File: src/rtl/rr_credit_dispatcher.sv
// Round-robin dispatcher: routes upstream words to the next port that
// still holds downstream credit, one registered dispatch per cycle.
module rr_credit_dispatcher #(
  parameter int PORTS   = 8,
  parameter int DWIDTH  = 32,
  parameter int CREDITS = 4
) (
  input  logic                     clk,
  input  logic                     rst,
  input  logic                     s_valid,
  output logic                     s_ready,
  input  logic [DWIDTH-1:0]        s_data,
  input  logic [PORTS-1:0]         credit_return,
  output logic [PORTS-1:0]         m_valid,
  output logic [DWIDTH-1:0]        m_data,
  output logic [$clog2(PORTS)-1:0] m_port,
  output logic                     credit_err
);

  localparam int PW = $clog2(PORTS);
  localparam int CW = $clog2(CREDITS + 1);
  localparam logic [CW-1:0] FULL = CW'(CREDITS);

  logic [CW-1:0]    cnt [PORTS];
  logic [PORTS-1:0] ptr;
  logic [PORTS-1:0] elig;
  logic [PORTS-1:0] full;
  logic [PORTS-1:0] above;
  logic [PORTS-1:0] win;
  logic [PORTS-1:0] take;
  logic [PW-1:0]    win_idx;
  logic             fire;
  logic             ovf;

  always_comb begin
    elig = '0;
    full = '0;
    for (int i = 0; i < PORTS; i++) begin
      elig[i] = cnt[i] != '0;
      full[i] = cnt[i] == FULL;
    end
  end

  // ptr-1 masks every port below the pointer; fall back to the
  // whole set when nothing at or above it is eligible (wrap).
  always_comb begin
    above = elig & ~(ptr - PORTS'(1));
    if (|above)
      win = above & (~above + PORTS'(1));
    else
      win = elig & (~elig + PORTS'(1));
  end

  always_comb begin
    win_idx = '0;
    for (int i = 0; i < PORTS; i++)
      if (win[i]) win_idx = PW'(i);
  end

  assign s_ready = (|elig) & ~rst;
  assign fire    = s_valid & s_ready;
  assign take    = fire ? win : '0;
  assign ovf     = |(credit_return & full & ~take);

  always_ff @(posedge clk or posedge rst) begin
    if (rst) begin
      ptr        <= PORTS'(1);
      m_valid    <= '0;
      m_data     <= '0;
      m_port     <= '0;
      credit_err <= 1'b0;
    end else begin
      m_valid <= take;
      if (fire) begin
        m_data <= s_data;
        m_port <= win_idx;
        ptr    <= {win[PORTS-2:0], win[PORTS-1]};
      end
      if (ovf) credit_err <= 1'b1;
    end
  end

  always_ff @(posedge clk or posedge rst) begin
    if (rst) begin
      for (int i = 0; i < PORTS; i++)
        cnt[i] <= FULL;
    end else begin
      for (int i = 0; i < PORTS; i++) begin
        unique case ({take[i], credit_return[i]})
          2'b10:   cnt[i] <= cnt[i] - CW'(1);
          2'b01:   if (!full[i]) cnt[i] <= cnt[i] + CW'(1);
          default: cnt[i] <= cnt[i];
        endcase
      end
    end
  end

endmodule
File: config.mk
export PLATFORM = sky130hd
export DESIGN_NAME = rr_credit_dispatcher
export DESIGN_NICKNAME = d
export VERILOG_FILES = /design/src/rtl/rr_credit_dispatcher.sv
export SDC_FILE = /design/constraint.sdc
export NUM_CORES = 1
export LEC_CHECK = 0
export ABC_AREA = 1
export CAP_MARGIN = 10
export CORE_ASPECT_RATIO = 1.5
export CORE_MARGIN = 5
export CORE_UTILIZATION = 45
export CTS_CLUSTER_DIAMETER = 150
export CTS_CLUSTER_SIZE = 28
export DETAILED_ROUTE_END_ITERATION = 6
export PLACE_DENSITY = 0.75
export SYNTH_ARGS = -nofsm -noshare
export SYNTH_HDL_FRONTEND = slang
export SYNTH_SLANG_ARGS = --single-unit
File: constraint.sdc
create_clock -name clk -period 3.1 [get_ports clk]
set_input_delay 0.62 -clock clk [delete_from_list [all_inputs] [get_ports clk]]
set_output_delay 0.62 -clock clk [all_outputs]
set_load 0.01 [all_outputs]
# After elaboration in Yosys (flattened, before gate mapping)
# Cells that the tools add are included.
[totals]
wordCells = 128
in_bits = 43
reg_bits = 76
out_inout_bits = 45
[op_classes]
eq_ne = 32
n_reduce_logical = 27
mux = 25
bitwise = 12
n_addsub = 19
[ops]
columns = ["cell", "count"]
rows = [
  ["case mux 3 bit (2 select lines)", 8],
  ["2-to-1 mux 3 bit", 14],
  ["bitwise AND 8 bit", 5],
  ["inverter 8 bit", 4],
  ["adder 3 x 1 -> 3 bit, second input constant", 8],
  ["equality test 3 bit, second input constant", 8],
  ["nonzero test 3 bit", 8],
  ["OR reduction 8 bit", 3],
  ["subtractor 3 x 1 -> 3 bit, second input constant", 8],
  ["adder 8 x 1 -> 8 bit, second input constant", 2],
  ["equality test 2 x 1 -> 1 bit, second input constant", 8],
  ["equality test 2 bit, second input constant", 8],
  ["2-to-1 mux 8 bit", 2],
  ["inequality test 2 bit, second input constant", 8],
  ["AND reduction 2 bit", 8],
  ["nonzero test 2 bit", 8],
  ["subtractor 8 x 1 -> 8 bit, second input constant", 1],
  ["bitwise AND 1 bit", 2],
  ["2-to-1 mux 1 bit", 1],
  ["inverter 1 bit", 1],
]

# Logic depth before layout (Yosys ltp)
[depth]
ltp_word = 14
ltp_mapped = 19
depth_no_buf = 19

# Worst setup path after synthesis
# Ideal clock, no wire load.
[synth_path]
path_type = "input to register"
from = "in rst"
to = "reg cnt[1] (netlist name)"
stages = 9
t_required_ps = 2983
setup_ps = 117
arrival_time_ps = 3511
path_slack_ps = -528
path_buffers = 1
cell_sequence = "inv_1 -> nand2_1 -> nor2_2 -> buf_12 -> nand3_2 -> nand2_2 -> fa_1 -> nand2_1 -> nand2_1"
[synth_via]
elab_chain_len = 7
elab_cells_between_ends = 10
classes_between = "eq/ne (3); mux (2); bitwise (3); reduce/logical (2)"
[synth_rtl]
columns = ["element", "line_no", "rtl"]
rows = [
  ["from (decl)", "9", "input logic rst,"],
  ["inverter 1 bit *", "60", "assign s_ready = (|elig) & ~rst;"],
  ["bitwise AND 1 bit *", "60", ""],
  ["bitwise AND 1 bit *", "61", "assign fire = s_valid & s_ready;"],
  ["2-to-1 mux 8 bit *", "62", "assign take = fire ? win : '0;"],
  ["equality test 2 x 1 -> 1 bit / equality test 2 bit (equally long branches)", "89", "unique case ({take[i], credit_return[i]})"],
  ["inequality test 2 bit (no line) / nonzero test 2 bit (equally long branches)", "-", ""],
  ["AND reduction 2 bit (no line)", "-", ""],
  ["to (signal, indexed assignment)", "90", "2'b10: cnt[i] <= cnt[i] - CW'(1);"],
  ["to (signal, indexed assignment)", "91", "2'b01: if (!full[i]) cnt[i] <= cnt[i] + CW'(1);"],
  ["to (signal, indexed assignment)", "92", "default: cnt[i] <= cnt[i];"],
  ["to (decl)", "24", "logic [CW-1:0] cnt [PORTS];"],
]
# Every way passes the cells marked *; elsewhere a longest branch is shown, timed or not.
# A chain may end at the register's enable or synchronous reset.

# Worst setup path in the final report
[layout_path]
from = "reg cnt[0] (netlist name)"
to = "out s_ready"
[layout_via]
elab_chain_len = 3
[layout_rtl]
columns = ["element", "line_no", "rtl"]
rows = [
  ["nonzero test 3 bit", "39", "elig[i] = cnt[i] != '0;"],
  ["OR reduction 8 bit", "60", ""],
  ["bitwise AND 1 bit", "60", ""],
  ["to (decl)", "11", "output logic s_ready,"],
]
# No other way between the ends.

==> metrics.txt <==
area grow syn2layout 33.3%; Yosys top cell area share 40.6%; hold crit path type flip-flop to flip-flop; CTS tree built; tightest hold margin 472 ps; Slew @ Worst Pin 952 ps; GRT Util Overall 19.8%; Leak 0.00282 uW; max-slew violations 0; Yosys top cell by area dfrtp_1; clock transition at the registers of the reported paths 60 ps; VDD IR max 0.453 mV; first-pass GRT wire length 17.6 mm; Crit path largest cell delay 480 ps; Synth async-reset ratio 100%; max capacitance violation total 0; Antenna Nets Post-Route 0; Ant. Diodes 0; crit share post-route 90.9%; worst setup path category flip-flop to output port; Worst path top cell family by delay simple AND/OR/NAND/NOR gates; count of cells resized by post-cts repair 0; H-tree lvl count 3; Syn. warnings 0; outcome complete, no violations; unrepaired setup endpoints after global routing false; average wire per standard cell 13.8 um; GPL Wtd Cong 0.976; Post-synth top flop dfrtp_1; worst skew pair latency 340 ps; Crit-path slowest cell clkdlybuf4s50_1; Ports 88; Fin. Hold Viols 0; # nets final 658; Die X 88.2 um; Clock Tree Buf Depth 2; Placed Area 5130 um2; hold_buf cts 0; Tot Pwr 5300 uW; Finished Core Util 62.0%; die height 127 um; Synth area leaders dfrtp_1, nand2_1, dfstp_2, nand3_1, inv_1; Design Area, Final 5510 um2; Syn Inst Count 512; Period minus WS final 2820 ps; FP Rows 42; setup TNS 0 ps; Finish-stage setup viols 0; clk_skew 5.76 ps; initial antenna violation count 0; crit end category output port; CP Data Arrival Time 2200 ps; Vias/cell 4.98; nature of the critical path startpoint flip-flop; Critical Path Most Common Cell inv_1; Sink Count 76; Mapped Area 4130 um2; CTS buffer count 9; Core Area 8880 um2; initial cell density of the core 46.5%; vias in the first global route 3937; Post-synth EDFFs 0; Syn Nets 564; post-synthesis cell type count 38; CP bufs+invs 3; die area 11200 um2; setup bufs post-CTS 0; largest net degree at the start of global routing 77; CP max FO 4; #FFs+latches synth 76; Avg Cell Area, Syn 8.07 um2; detailed placer's ending HPWL 7.38 mm; Worst EP required 2480 ps; # DRC 0; slew margin rel. 36.5%; vias 3592; Root Buffer Master clkbuf_16; share of layout cells above drive strength 1 14.4%; total grt overflow 0; Port Buf Inserts 87; drt first-iter violations 149; DRT Pass-1 Iters 4; routed wire length 9.93 mm; Seq/Total Area, Yosys 46.3%; PD cells 963 nW/um2; fmax 0.355 GHz; crit path cell chain nor3_1 > inv_1 > nor2_1 > nand3_1 > nand2_2 > inv_1 > clkdlybuf4s50_1
==> path summary, 6_finish.rpt <==
| check | start | endpoint | slack [ps] | cells past startpoint |
|---|---|---|---|---|
| max in group asynchronous | rst | cnt[21] | 1500 | 3 |
| max reg2reg | ptr[0] | cnt[14] | 320 | 18 |
| min | m_data[0] | m_data[0] | 470 | 2 |
| max | cnt[0] | s_ready | 280 | 7 |
| min reg2reg | m_data[0] | m_data[0] | 470 | 2 |
| min in group asynchronous | rst | m_valid[5] | 990 | 3 |
==> power breakdown <==
| part | switching (uW) | internal [uW] | leakage [uW] | total [uW] |
|---|---|---|---|---|
| Combinational | 1430 | 944 | 0.00171 | 2380 |
| Clock | 413 | 891 | 0.000183 | 1300 |
| Sequential | 289 | 1330 | 0.000930 | 1620 |
==> tightest hold or removal path, delay by kind of cell (launching register included) <==
family | cells | cell delay [ps]
flops | 1 | 340
simple gates | 2 | 90
==> layout make-up <==
cell class              count  area (um2)
clock inverters             6         134
repair buffers             92         908
fillers                   774        3370
flip-flops and latches     76        1910
well taps                 110         138
clock buffers              10         239
inverters                  57         220
multi-input cells         370        1960
==> cell usage after synthesis, types with 4 or more instances <==
master and instances:
nor2_2 5, nand3b_1 4, nor2_1 29, dfstp_2 9, inv_1 46, nor3_1 8, buf_2 4, inv_2 8
nand2_1 195, xor2_1 7, clkbuf_1 4, fa_1 8, o21ai_0 8, dfrtp_1 67, nand2_2 18, nand3_1 45
nand3_2 7, nand2_4 6, nand4_1 9
==> per-layer routing <==
layer  vias to the layer above  track usage [%]  routed length (um)
li1                       1786                -                   -
met1                      1657             22.9                3910
met2                       119             32.6                4900
met3                        30             6.31                 710
met4                         0             9.88                 408
met5                         -                0                   0
==> per-stage QoR <==
step	instances	setup slack (ps)
finish	721	284
CTS	721	250
floorplan	512	15.9
global route	721	108
detailed placement	705	391
global placement	705	464
==> logic make-up after synthesis <==
logic type	Yosys count	share of synthesized area [%]
AOI/OAI and AO/OA	16	2.33
adders and majority gates	9	4.18
DFF	76	46.3
xor gates and xnor gates	8	1.70
and+or+nand+nor	337	38.9
buffers and inverters	66	6.57
==> layout by cell type, fill, tap and decap left out, types with 5 or more instances in the layout <==
master,instances
o21ai_0,8
clkbuf_16,9
nor2_1,29
buf_4,5
clkdlybuf4s50_1,87
nand3_2,7
nand2_4,6
nand3_1,45
nand4_1,9
nand2_2,19
inv_1,45
dfstp_2,9
fa_1,8
nor3_1,8
xor2_1,7
inv_2,8
nand2_1,194
dfrtp_1,67
==> sequential cells by signal, summed over array words and instances, names as in the netlist <==
signal	count
m_port	3
cnt	24
m_data	32
m_valid	8
ptr	8
credit_err	1
No activity file was read; power rests on OpenSTA's default activity.
